--- config.mk ---
export PLATFORM = sky130hd
export DESIGN_NAME = cordic_req_arbiter
export DESIGN_NICKNAME = d
export VERILOG_FILES = /design/src/rtl/cordic_req_arbiter.sv
export SDC_FILE = /design/constraint.sdc
export NUM_CORES = 1
export LEC_CHECK = 0
export ABC_AREA = 0
export ABC_CLOCK_PERIOD_IN_PS = 5200
export BUFFER_PORTS_ARGS = -buffer_cell sky130_fd_sc_hd__buf_2
export CAP_MARGIN = 20
export CORE_UTILIZATION = 50
export DETAILED_ROUTE_END_ITERATION = 10
export PLACE_DENSITY = 0.86
export SYNTH_ARGS = -nofsm -noshare
export SYNTH_HDL_FRONTEND = slang
export SYNTH_SLANG_ARGS = --single-unit
export TNS_END_PERCENT = 20
--- constraint.sdc ---
create_clock -name clk -period 5.2 [get_ports clk]
set_input_delay 1.56 -clock clk [delete_from_list [all_inputs] [get_ports clk]]
set_output_delay 1.56 -clock clk [all_outputs]
set_load 0.1 [all_outputs]
--- src/rtl/cordic_req_arbiter.sv ---
// cordic_req_arbiter
// Round-robin front end that shares one iterative CORDIC engine between
// NUM_REQ requesters. One angle is latched per transaction, the engine is
// held enabled until it reports done, the result is returned to the granted
// requester, and the engine is only re-armed once its done has cleared.
//
// Build option: define CORDIC_ARB_TIMEOUT_EN to add a watchdog that aborts a
// stalled engine run with a quiet-NaN result and rsp_error set. Without it,
// RUN waits for done indefinitely and rsp_error is constant 0.

module cordic_req_arbiter #(
  parameter int NUM_REQ          = 4,
  parameter int REQ_IDX_WIDTH    = 2,
  parameter int FLOAT_DATA_WIDTH = 32,
  parameter int TIMEOUT_WIDTH    = 10,
  parameter int TIMEOUT_CYCLES   = 1000
) (
  input  logic                                  clk,
  input  logic                                  rst,
  input  logic [NUM_REQ-1:0]                    req_valid,
  input  logic [NUM_REQ*FLOAT_DATA_WIDTH-1:0]   req_angle,
  output logic [NUM_REQ-1:0]                    req_ready,
  output logic [NUM_REQ-1:0]                    rsp_valid,
  output logic [FLOAT_DATA_WIDTH-1:0]           rsp_result,
  output logic                                  rsp_error,
  output logic                                  busy,
  output logic                                  cordic_clk_en,
  output logic [FLOAT_DATA_WIDTH-1:0]           cordic_angle,
  input  logic                                  cordic_done,
  input  logic [FLOAT_DATA_WIDTH-1:0]           cordic_result
);

  // Parameter sanity checks, resolved at elaboration.
  if (NUM_REQ < 2 || NUM_REQ > 8) begin : g_bad_num_req
    $error("cordic_req_arbiter: NUM_REQ must be 2..8");
  end
  if (REQ_IDX_WIDTH != $clog2(NUM_REQ)) begin : g_bad_idx_width
    $error("cordic_req_arbiter: REQ_IDX_WIDTH must equal clog2(NUM_REQ)");
  end
  if (TIMEOUT_CYCLES < 1 || TIMEOUT_CYCLES >= (1 << TIMEOUT_WIDTH)) begin : g_bad_timeout
    $error("cordic_req_arbiter: TIMEOUT_CYCLES must fit in TIMEOUT_WIDTH");
  end

  typedef enum logic [2:0] {
    IDLE    = 3'd0,
    GRANT   = 3'd1,
    RUN     = 3'd2,
    RESP    = 3'd3,
    RELEASE = 3'd4
  } state_t;

  // One-hot decode of a requester index.
  function automatic logic [NUM_REQ-1:0] idx_onehot(input logic [REQ_IDX_WIDTH-1:0] idx);
    idx_onehot = NUM_REQ'(1) << idx;
  endfunction

  // Index of the requester after idx, wrapping at NUM_REQ (which need not be a power of two).
  function automatic logic [REQ_IDX_WIDTH-1:0] idx_next(input logic [REQ_IDX_WIDTH-1:0] idx);
    if (idx == REQ_IDX_WIDTH'(NUM_REQ - 1)) begin
      idx_next = '0;
    end else begin
      idx_next = idx + REQ_IDX_WIDTH'(1);
    end
  endfunction

  state_t                        state_r;
  logic [REQ_IDX_WIDTH-1:0]      rr_ptr_r;
  logic [REQ_IDX_WIDTH-1:0]      grant_idx_r;
  logic [FLOAT_DATA_WIDTH-1:0]   result_r;

  logic                          grant_found_s;
  logic [REQ_IDX_WIDTH-1:0]      grant_sel_s;
  logic [REQ_IDX_WIDTH-1:0]      cand_s;
  logic [FLOAT_DATA_WIDTH-1:0]   sel_angle_s;

`ifdef CORDIC_ARB_TIMEOUT_EN
  localparam logic [FLOAT_DATA_WIDTH-1:0] QNAN         = FLOAT_DATA_WIDTH'(32'h7FC0_0000);
  localparam logic [TIMEOUT_WIDTH-1:0]    TIMEOUT_LAST = TIMEOUT_WIDTH'(TIMEOUT_CYCLES - 1);
  logic [TIMEOUT_WIDTH-1:0]      watchdog_r;
  logic                          timed_out_r;
  logic                          rsp_error_r;
  assign rsp_error = rsp_error_r;
`else
  assign rsp_error = 1'b0;
`endif

  // Round-robin pick: first asserted request scanning from rr_ptr upward, wrapping.
  always_comb begin
    grant_found_s = 1'b0;
    grant_sel_s   = '0;
    cand_s        = '0;
    for (int k = 0; k < NUM_REQ; k++) begin
      cand_s = REQ_IDX_WIDTH'((int'(rr_ptr_r) + k) % NUM_REQ);
      if (!grant_found_s && req_valid[cand_s]) begin
        grant_found_s = 1'b1;
        grant_sel_s   = cand_s;
      end else begin
        grant_sel_s   = grant_sel_s;
      end
    end
  end

  // Angle slice belonging to the requester being picked.
  always_comb begin
    sel_angle_s = '0;
    for (int i = 0; i < NUM_REQ; i++) begin
      if (grant_sel_s == REQ_IDX_WIDTH'(i)) begin
        sel_angle_s = req_angle[i*FLOAT_DATA_WIDTH +: FLOAT_DATA_WIDTH];
      end else begin
        sel_angle_s = sel_angle_s;
      end
    end
  end

  // Transaction FSM with registered outputs; pulses default low every cycle.
  always_ff @(posedge clk) begin
    if (rst) begin
      state_r       <= IDLE;
      rr_ptr_r      <= '0;
      grant_idx_r   <= '0;
      result_r      <= '0;
      req_ready     <= '0;
      rsp_valid     <= '0;
      rsp_result    <= '0;
      busy          <= 1'b0;
      cordic_clk_en <= 1'b0;
      cordic_angle  <= '0;
`ifdef CORDIC_ARB_TIMEOUT_EN
      watchdog_r    <= '0;
      timed_out_r   <= 1'b0;
      rsp_error_r   <= 1'b0;
`endif
    end else begin
      req_ready <= '0;
      rsp_valid <= '0;
`ifdef CORDIC_ARB_TIMEOUT_EN
      rsp_error_r <= 1'b0;
`endif
      case (state_r)
        IDLE: begin
          if (grant_found_s) begin
            req_ready    <= idx_onehot(grant_sel_s);
            cordic_angle <= sel_angle_s;
            grant_idx_r  <= grant_sel_s;
            busy         <= 1'b1;
            state_r      <= GRANT;
          end else begin
            busy         <= 1'b0;
            state_r      <= IDLE;
          end
        end
        GRANT: begin
          // A done level still visible here belongs to nothing we started; ignore it.
          cordic_clk_en <= 1'b1;
`ifdef CORDIC_ARB_TIMEOUT_EN
          watchdog_r    <= '0;
`endif
          state_r       <= RUN;
        end
        RUN: begin
          if (cordic_done) begin
            result_r    <= cordic_result;
`ifdef CORDIC_ARB_TIMEOUT_EN
            timed_out_r <= 1'b0;
`endif
            state_r     <= RESP;
          end
`ifdef CORDIC_ARB_TIMEOUT_EN
          else if (watchdog_r == TIMEOUT_LAST) begin
            result_r    <= QNAN;
            timed_out_r <= 1'b1;
            state_r     <= RESP;
          end else begin
            watchdog_r  <= watchdog_r + TIMEOUT_WIDTH'(1);
            state_r     <= RUN;
          end
`else
          else begin
            state_r     <= RUN;
          end
`endif
        end
        RESP: begin
          rsp_valid     <= idx_onehot(grant_idx_r);
          rsp_result    <= result_r;
          rr_ptr_r      <= idx_next(grant_idx_r);
          cordic_clk_en <= 1'b0;
`ifdef CORDIC_ARB_TIMEOUT_EN
          rsp_error_r   <= timed_out_r;
          watchdog_r    <= '0;
`endif
          state_r       <= RELEASE;
        end
        RELEASE: begin
          // Engine must report not-done before it may be re-armed.
          if (!cordic_done) begin
            busy    <= 1'b0;
            state_r <= IDLE;
          end
`ifdef CORDIC_ARB_TIMEOUT_EN
          else if (watchdog_r == TIMEOUT_LAST) begin
            busy       <= 1'b0;
            state_r    <= IDLE;
          end else begin
            watchdog_r <= watchdog_r + TIMEOUT_WIDTH'(1);
            state_r    <= RELEASE;
          end
`else
          else begin
            state_r <= RELEASE;
          end
`endif
        end
        default: begin
          cordic_clk_en <= 1'b0;
          busy          <= 1'b0;
          state_r       <= IDLE;
        end
      endcase
    end
  end

endmodule

==> metrics.cfg <==
[global_routing]
grt-ovfl-total=0
track_usage_pct=28.0
antenna_found_initial=0
first_global_vias=4893
grt_max_degree=77
grt_pass1_wl_mm=22.6

[yosys]
synthesis.nets=778
yosysTopAreaCell=dfxtp_1
yosys_register_bits=113
postSynthCellCount=610
avgSynthCellArea_um2=8.12
ys_warn_count=0
syn_area_um2=4950
synth_top_area_share_pct=45.7
synth_cell_types=36
synth_area_leaders=dfxtp_1 46%, nand2_1 13%, mux2i_1 7.3%
synth-seq-area-share_pct=45.7

[clock_tree]
cts_buffers=17
cts_sinks=113
cts_hold_buf=0
cts_resized=0
clk_pin_slew_ps=60
cts_root_buf=clkbuf_8
cts_tree=built
htreeDepth=4
clk_latency_ps=500
cts_setup_buffers=0
clk_path_buf_depth=2

[routing]
dr.pass1.iters=5
dr_total_vias=5216
via_per_inst=5.39
drc_errors=0
wire_per_inst_um=15.4
drtIter0Drc=216
wl_mm=14.9
ant_nets=0

[run_status]
outcome=finished clean

[place]
io_buffers=240
dp_hpwl_mm=10.3
globalplace.congestion=0.883
placed_area_um2=6180

[sta]
fin_setup_tns_ps=0
clock_skew_ps=11.3
holdWs_ps=450
max_freq_ghz=0.313
slew-limit-headroom_pct=41.0
tightest_slew_ps=884
hold_viol=0
setup_violations=0
finalCritPeriodShare_pct=61.4
slew_violations=0
rsz0062_at_grt=false
min_period_ps=3190

[power_and_ir_drop]
finalPower_mw=3.40
leakage_nw=3.09
peakVddDrop_mv=0.308
p_per_area_nw_per_um2=499

[floorplanning]
rows=35
dieArea_um2=10300
die_w_um=102
ios=242
core_region_area_um2=9420
start_util_pct=52.6
die_y_um=102

[worst_setup_path]
crit_type=input port to flop
ff2ff_path_depth=5
crit_chain=buf_2 -> a21boi_1 -> o22a_4 -> and2_4 -> mux2i_1 -> o211ai_1
cpPeakStageDelay_ps=660
start_kind=input port
crit_slowest_cell=and2_4
cp.arrival_ps=3530
required_ps=5540
critPathCaptureType=flop
critPathMaxFanout=64

[cells_and_area]
layout-drive-gt1-share_pct=34.1
syn_to_final_growth_pct=37.5
diodes=0
final_nets=993
finalInstanceArea_um2=6810

[worst_hold_path]
holdPathStages=2
holdCritPathClass=flop to flop

[run]
cap_violations=0

## Yosys cell counts
master and number:
o211ai_1 31, nand2_1 168, or3b_1 1, o22a_1 1
buf_4 1, a31oi_1 1, buf_2 11, o221ai_1 1
ha_1 1, nor2_2 1, nor3_1 4, clkbuf_1 34
a21oi_1 70, o22a_4 1, buf_1 2, o221a_2 1
nor2_1 15, nor4_2 2, dfxtp_1 113, a21boi_1 1
o21ai_0 32, and2_4 1, conb_1 1, and3_1 33
mux2i_1 36, and2_1 1, or2_1 1, o21a_1 2
inv_1 2, a21boi_0 31, buf_6 4, nand3_1 2
nor2b_1 1, nor4_1 1, xnor2_1 1, nand2b_1 1
## power by group
part           total [mW]  internal (mW)  switching (mW)
registers            1.06          0.983          0.0738
logic                1.18          0.264           0.917
clock network        1.16          0.706           0.456
## per-layer routing
metal | up-vias | GRT usage, % | wire [µm]
li1 | 2527 | - | -
met1 | 2424 | 32.7 | 6060
met2 | 229 | 47.4 | 7400
met3 | 36 | 8.63 | 1090
met4 | 0 | 11.9 | 371
met5 | - | 0 | 0
## per-stage QoR
step                      utilization, %  cells  worst slack (ps)
after floorplan                        -    610              2390
after global placement              64.8    931              1620
after detailed placement            65.7    934              1540
after CTS                           72.0    966              2070
after global routing                72.3    967              1940
final                               72.3    967              2010
## final cells by class
class	instances	area, µm²
tap	129	161
multi-input combinational	443	2440
inverter	2	7.51
fill	708	2610
sequential	113	2260
clock inverter	15	184
clock buffer	17	414
timing repair buffer	248	1340
## final timing paths
path / from / endpoint / slack (ps)
worst max-delay path: req_valid[1] / cordic_angle[5] / 2010
worst min register to register: rsp_result[10] / rsp_result[10] / 450
worst min-delay path: rsp_result[10] / rsp_result[10] / 450
worst max register to register: rr_ptr_r[1] / cordic_angle[5] / 2700
## cells by family (layout without fill, tap and decap cells)
logic type / Yosys count / in the layout / synth area share [%]
compound gates: 172 / 172 / 21.2
xor+xnor: 1 / 1 / 0.177
fa+ha+maj: 1 / 1 / 0.253
buf+inv: 54 / 282 / 5.05
flops: 113 / 113 / 45.7
mux: 36 / 36 / 7.28
other cells: 1 / 1 / 0.0757
simple gates: 232 / 232 / 20.3
## sequential cells by signal, indices dropped and copies added, names as in the netlist
name and count:
busy 1, cordic_angle 32, cordic_clk_en 1, grant_idx_r 2, req_ready 4, result_r 32
rr_ptr_r 2, rsp_result 32, rsp_valid 4, state_r 3
## critical path, delay by kind of cell
kind	cells	cell delay [ps]
AO/OA/AOI/OAI	3	810
buffers and inverters	1	130
multiplexers	1	310
AND/OR/NAND/NOR	1	660
## layout by cell type, fill, tap and decap left out, types with 3 or more instances in the layout
| master | instances |
|---|---|
| o21ai_0 | 32 |
| nand2_1 | 168 |
| a21boi_0 | 31 |
| buf_4 | 4 |
| nor2_1 | 15 |
| o211ai_1 | 31 |
| a21oi_1 | 70 |
| inv_6 | 6 |
| and3_1 | 33 |
| nor3_1 | 4 |
| mux2i_1 | 36 |
| buf_16 | 4 |
| inv_8 | 4 |
| dfxtp_1 | 113 |
| clkbuf_16 | 16 |
| buf_2 | 240 |
| clkinv_4 | 3 |
No activity file was read; power rests on OpenSTA's default activity.
